File: config.mk
export PLATFORM = sky130hd
export DESIGN_NAME = dbg_router
export DESIGN_NICKNAME = d
export VERILOG_FILES = /design/src/rtl/dbg_router.sv
export SDC_FILE = /design/constraint.sdc
export NUM_CORES = 1
export LEC_CHECK = 0
export CAP_MARGIN = 20
export CORE_MARGIN = 10
export CORE_UTILIZATION = 55
export CTS_CLUSTER_DIAMETER = 100
export DETAILED_ROUTE_END_ITERATION = 7
export DONT_BUFFER_PORTS = 1
export PLACE_DENSITY = 0.78
export SKIP_CTS_REPAIR_TIMING = 1
export SYNTH_ARGS = -nofsm -noshare
export SYNTH_HDL_FRONTEND = slang
export SYNTH_SLANG_ARGS = --single-unit
File: constraint.sdc
create_clock -name clk -period 1.76 [get_ports clk]
set_input_delay 0.264 -clock clk [delete_from_list [all_inputs] [get_ports clk]]
set_output_delay 0.264 -clock clk [all_outputs]
set_load 0.02 [all_outputs]
File: src/rtl/dbg_router.sv
// Debug request router: decodes a 14-bit debug address into one of three
// target segments, runs a single outstanding access with an ack timeout,
// and returns a registered response with an error flag.
module dbg_router #(
    parameter int unsigned TIMEOUT_CYCLES = 255
) (
    input  logic        clk,
    input  logic        rst_n,
    input  logic        req_valid,
    output logic        req_ready,
    input  logic [13:0] req_addr,
    input  logic        req_we,
    input  logic [7:0]  req_wdata,
    output logic        rsp_valid,
    input  logic        rsp_ready,
    output logic [7:0]  rsp_rdata,
    output logic        rsp_err,
    output logic [2:0]  tgt_sel,
    output logic [11:0] tgt_addr,
    output logic        tgt_we,
    output logic [7:0]  tgt_wdata,
    input  logic [2:0]  tgt_ack,
    input  logic [7:0]  tgt_rdata_ctl,
    input  logic [7:0]  tgt_rdata_rom,
    input  logic [7:0]  tgt_rdata_ram
);

    localparam int unsigned AW = 12;
    localparam int unsigned DW = 8;
    localparam int unsigned NT = 3;
    localparam int unsigned CW = 8;

    localparam logic [1:0] SEG_CTL  = 2'd0;
    localparam logic [1:0] SEG_ROM  = 2'd1;
    localparam logic [1:0] SEG_RAM  = 2'd2;

    // Last wait-counter value of an ACCESS; the access lasts TIMEOUT_CYCLES cycles.
    localparam logic [CW-1:0] WAIT_LAST = CW'(TIMEOUT_CYCLES - 1);

    typedef enum logic [1:0] {
        S_IDLE   = 2'd0,
        S_ACCESS = 2'd1,
        S_RESP   = 2'd2
    } state_t;

    state_t          state_q, state_d;
    logic            ready_q, ready_d;
    logic            rsp_valid_q, rsp_valid_d;
    logic [DW-1:0]   rsp_rdata_q, rsp_rdata_d;
    logic            rsp_err_q, rsp_err_d;
    logic [NT-1:0]   sel_q, sel_d;
    logic [AW-1:0]   addr_q, addr_d;
    logic            we_q, we_d;
    logic [DW-1:0]   wdata_q, wdata_d;
    logic [CW-1:0]   wait_q, wait_d;

    logic            sel_ack;
    logic [DW-1:0]   tgt_rdata_mux;

    // Only the selected target's ack counts; others are masked off.
    assign sel_ack = |(tgt_ack & sel_q);

    // Read data of the currently selected target.
    always_comb begin
        tgt_rdata_mux = '0;
        unique case (sel_q)
            3'b001:  tgt_rdata_mux = tgt_rdata_ctl;
            3'b010:  tgt_rdata_mux = tgt_rdata_rom;
            3'b100:  tgt_rdata_mux = tgt_rdata_ram;
            default: tgt_rdata_mux = '0;
        endcase
    end

    // State register.
    always_ff @(posedge clk or negedge rst_n) begin
        if (!rst_n) begin
            state_q <= S_IDLE;
        end else begin
            state_q <= state_d;
        end
    end

    // Next-state and next-output logic.
    always_comb begin
        state_d     = state_q;
        sel_d       = sel_q;
        addr_d      = addr_q;
        we_d        = we_q;
        wdata_d     = wdata_q;
        wait_d      = wait_q;
        rsp_valid_d = rsp_valid_q;
        rsp_rdata_d = rsp_rdata_q;
        rsp_err_d   = rsp_err_q;

        unique case (state_q)
            S_IDLE: begin
                if (req_valid && ready_q) begin
                    addr_d  = req_addr[AW-1:0];
                    we_d    = req_we;
                    wdata_d = req_wdata;
                    wait_d  = '0;
                    unique case (req_addr[13:12])
                        SEG_CTL: begin
                            state_d = S_ACCESS;
                            sel_d   = 3'b001;
                        end
                        SEG_ROM: begin
                            state_d = S_ACCESS;
                            sel_d   = 3'b010;
                        end
                        SEG_RAM: begin
                            state_d = S_ACCESS;
                            sel_d   = 3'b100;
                        end
                        default: begin
                            // Reserved segment answers immediately with an error.
                            state_d     = S_RESP;
                            sel_d       = '0;
                            rsp_valid_d = 1'b1;
                            rsp_err_d   = 1'b1;
                            rsp_rdata_d = '0;
                        end
                    endcase
                end
            end

            S_ACCESS: begin
                if (sel_ack) begin
                    // Ack wins over a timeout falling on the same cycle.
                    state_d     = S_RESP;
                    sel_d       = '0;
                    rsp_valid_d = 1'b1;
                    rsp_err_d   = 1'b0;
                    rsp_rdata_d = we_q ? '0 : tgt_rdata_mux;
                end else if (wait_q == WAIT_LAST) begin
                    state_d     = S_RESP;
                    sel_d       = '0;
                    rsp_valid_d = 1'b1;
                    rsp_err_d   = 1'b1;
                    rsp_rdata_d = '0;
                end else begin
                    wait_d = wait_q + CW'(1);
                end
            end

            S_RESP: begin
                if (rsp_ready) begin
                    state_d     = S_IDLE;
                    rsp_valid_d = 1'b0;
                end
            end

            default: begin
                state_d     = S_IDLE;
                sel_d       = '0;
                rsp_valid_d = 1'b0;
            end
        endcase

        ready_d = (state_d == S_IDLE);
    end

    // Registered outputs and transaction context.
    always_ff @(posedge clk or negedge rst_n) begin
        if (!rst_n) begin
            ready_q     <= 1'b1;
            rsp_valid_q <= 1'b0;
            rsp_rdata_q <= '0;
            rsp_err_q   <= 1'b0;
            sel_q       <= '0;
            addr_q      <= '0;
            we_q        <= 1'b0;
            wdata_q     <= '0;
            wait_q      <= '0;
        end else begin
            ready_q     <= ready_d;
            rsp_valid_q <= rsp_valid_d;
            rsp_rdata_q <= rsp_rdata_d;
            rsp_err_q   <= rsp_err_d;
            sel_q       <= sel_d;
            addr_q      <= addr_d;
            we_q        <= we_d;
            wdata_q     <= wdata_d;
            wait_q      <= wait_d;
        end
    end

    assign req_ready = ready_q;
    assign rsp_valid = rsp_valid_q;
    assign rsp_rdata = rsp_rdata_q;
    assign rsp_err   = rsp_err_q;
    assign tgt_sel   = sel_q;
    assign tgt_addr  = addr_q;
    assign tgt_we    = we_q;
    assign tgt_wdata = wdata_q;

endmodule

==> impl_results.md <==
- Outcome: finished, violations left
- Failing checks: setup timing
- Seq/Total Area, Yosys: 56.0%
- P&R area growth vs syn: 17.7%
- Number of max-cap violations: 0
- Clk sinks: 45
- Post-route setup slack: -0.0652 ns
- Worst-margin pin slew: 0.480 ns
- Pleak: 1.00 nW
- Initial DRC count: 103
- Netlist Area Pre-Place: 2010 um2
- Peak VDD IR: 921 uV
- Final Max Tran Viols: 0
- Final hold violation count: 0
- Post-DP HPWL: 3890 um
- Pre-CTS setup slack: 0.00254 ns
- Post-synth EDFFs: 0
- Max Root-Sink Buffers: 2
- Worst Setup End Kind: flip-flop
- Min-delay src: req_wdata[4]
- IO Port Bufs: 0
- Worst Setup Start Kind: flip-flop
- FFs w/ async S/R, synth: 100%
- Total negative slack: -0.191 ns
- RSZ-0062 raised after global routing: true
- Worst-Skew Late Latency: 0.29 ns
- CP Max Fanout: 5
- Via density: 6.27
- # DRC: 0
- Final worst-path cycle share: 104%
- Yosys cell types: 32
- Internal Power: 2.54 mW
- R2r setup slk: -0.07 ns
- Share of cells above drive strength 1: 33.5%
- Die height: 80.5 um
- Num CTS Buffers: 5
- Die Wd: 80.5 um
- Worst Setup EP: wait_q[5]
- Antenna diodes: 0
- Total GRT Usage: 15.3%
- Synthesized Nets: 225
- Worst slew margin: 67.9%
- Kind of critical path: flip-flop to flip-flop
- Site Rows: 21
- Avg Inst Size Synth: 11.9 um2
- Critical Path AT: 2.04 ns
- First-pass GRT wire length: 7850 um
- Routed Antenna Nets: 0
- Nets: 244
- Routed wire length: 5240 um
- CTS root buf: clkbuf_8
- R2r endpoint: wait_q[5]
- Layout fillers: 256
- Worst reg-to-reg path cell count: 5
- Initial Utilization: 58.5%
- Clock Skew: 0.00130 ns
- H-tree Lvls: 2
- Worst R2R Start: tgt_sel[1]
- Number of global-route vias before repair: 1,514
- Grt ovf: 0
- Synth warn: 0
- Die area: 6480 um2
- FF+latch count, synth: 45
- Commonest register cell after synthesis: dfrtp_1
- Post-Syn Instances: 169
- Drt pass-1 iters: 4
- Crit path from: tgt_sel[1]
- Net Switching: 1.77 mW
- HP Class: input pin to flip-flop
- Cell Pwr Density: 1820 nW/um2
- Top Ports: 89
- Via count: 1,468
- CP required: 1.98 ns
- Switching share of power: 41.2%
- Initial antenna violation count: 0
- CTS tree: built
- Drt wl/cell: 22.4 um
- Combinational share of power: 34.7%
- Clock power share: 14.4%
- Core ar.: 3440 um2
- Setup-failing EPs final: 4
- Fmax achieved: 548 MHz
- Tmin final: 1.83 ns
- Flop pwr share: 50.9%
- Largest net degree at the start of global routing: 46
- Gp weighted congestion: 0.883
- Clock-pin transition on the worst setup and hold timing paths: 0.07 ns
-- metal layers --
metal | GRT usage (%) | vias up | wire (um)
li1 | - | 665 | -
met1 | 16.4 | 703 | 1890
met2 | 23.7 | 85 | 2420
met3 | 10.5 | 15 | 802
met4 | 4.40 | 0 | 129
met5 | 0 | - | 0
-- through the flow --
| step | cells | hold WS, ns | util [%] | power [mW] | instance area [um2] |
|---|---|---|---|---|---|
| 2_1_floorplan | 169 | -0.0316 | - | 3.14 | 2040 |
| 3_3_place_gp | 220 | -0.0293 | 62.7 | 3.50 | 2160 |
| 3_5_place_dp | 220 | -0.0295 | 62.7 | 3.61 | 2160 |
| 4_1_cts | 227 | -0.350 | 65.4 | 4.24 | 2250 |
| 5_1_grt | 234 | 0.0957 | 68.8 | 4.62 | 2370 |
| 6_report | 234 | 0.121 | 68.8 | 4.31 | 2370 |
-- area by class of cell --
type	instances	area, um2	share of cell area [%]
Timing Repair Buffer	19	175	7.40
Multi-Input combinational cell	115	907	38.3
Clock buffer	6	82.6	3.49
Inverter	2	7.51	0.317
Clock inverter	1	7.51	0.317
Tap cell	46	57.6	2.43
Sequential cell	45	1130	47.7
-- worst max-delay path, stage by stage, from the launching register on --
cell,delay (ns)
dfrtp_2,0.41
a222oi_1,0.43
buf_4,0.23
o2111ai_2,0.17
or3_1,0.35
a21oi_1,0.15
-- cell usage after synthesis (2+ instances only) --
library cell  instances  area [um2]
nor2_1                8        30.0
nand2b_1              2        12.5
o2bb2ai_1             7        61.3
nor3_1                2        10.0
inv_1                 2        7.51
nor3b_1               3        22.5
buf_2                 3        15.0
buf_1                 2        7.51
a22oi_1               8        60.1
or3_1                 4        25.0
clkbuf_1              2        7.51
o2111ai_1             2        17.5
nor2b_1               3        18.8
ha_1                  2        25.0
mux2_2               23         259
nand4_1               2        12.5
o21ai_0              11        55.1
nand2_1              11        41.3
xor2_1                2        17.5
a21oi_1               9        45.0
a2bb2oi_1             7        61.3
dfrtp_1              44        1100
-- power by group through the flow --
stage / sequential (mW) / clock, mW / combinational, mW
3_5_place_dp: 2.22 / 0 / 1.39
6_report: 2.20 / 0.621 / 1.50
5_1_grt: 2.26 / 0.699 / 1.66
4_1_cts: 2.21 / 0.643 / 1.39
2_1_floorplan: 2.15 / 0 / 0.985
3_3_place_gp: 2.19 / 0 / 1.31
-- how the worst min path moves through the flow --
stage | end | slack (ns) | cells after the start
3_5_place_dp | tgt_sel[0] | -0.03 | 0
2_1_floorplan | rsp_err | -0.03 | 0
6_report | tgt_wdata[4] | 0.12 | 1
3_3_place_gp | tgt_sel[2] | -0.03 | 0
5_1_grt | tgt_wdata[4] | 0.1 | 1
4_1_cts | tgt_wdata[6] | -0.35 | 0
-- registers in the layout, summed over array words and instances, names as in the netlist --
signal and flops:
tgt_we 1, rsp_rdata 8, tgt_sel 3, wait_q 8, tgt_addr 12, rsp_err 1, tgt_wdata 8, req_ready 1
rsp_valid 1, state_q 2
-- cell families (layout without fill, tap and decap cells) --
logic type / after synthesis / count (layout) / share of synthesized area [%]
muxes: 23 / 23 / 12.9
AOI/OAI and AO/OA: 50 / 50 / 17.6
DFF: 45 / 45 / 56.0
and+or+nand+nor: 38 / 38 / 9.51
xor gates and xnor gates: 2 / 2 / 0.871
adders and majority gates: 2 / 2 / 1.24
buffers and inverters: 9 / 28 / 1.87
-- cells in the final DEF, fill, tap and decap left out, types with 2 or more instances in the layout --
| cell | instances |
|---|---|
| a22oi_1 | 8 |
| dfrtp_1 | 42 |
| buf_4 | 15 |
| nand2_1 | 11 |
| xor2_1 | 2 |
| a2bb2oi_1 | 7 |
| nand4_1 | 2 |
| nand2b_1 | 2 |
| clkbuf_8 | 6 |
| o2111ai_2 | 2 |
| mux2_2 | 23 |
| a21oi_1 | 9 |
| ha_1 | 2 |
| o21ai_0 | 10 |
| nor2_1 | 7 |
| nor3b_1 | 2 |
| o2bb2ai_1 | 6 |
| dfrtp_2 | 2 |
| inv_1 | 2 |
| or3_1 | 4 |
| nor2b_2 | 2 |
No activity file was read; power rests on OpenSTA's default activity.
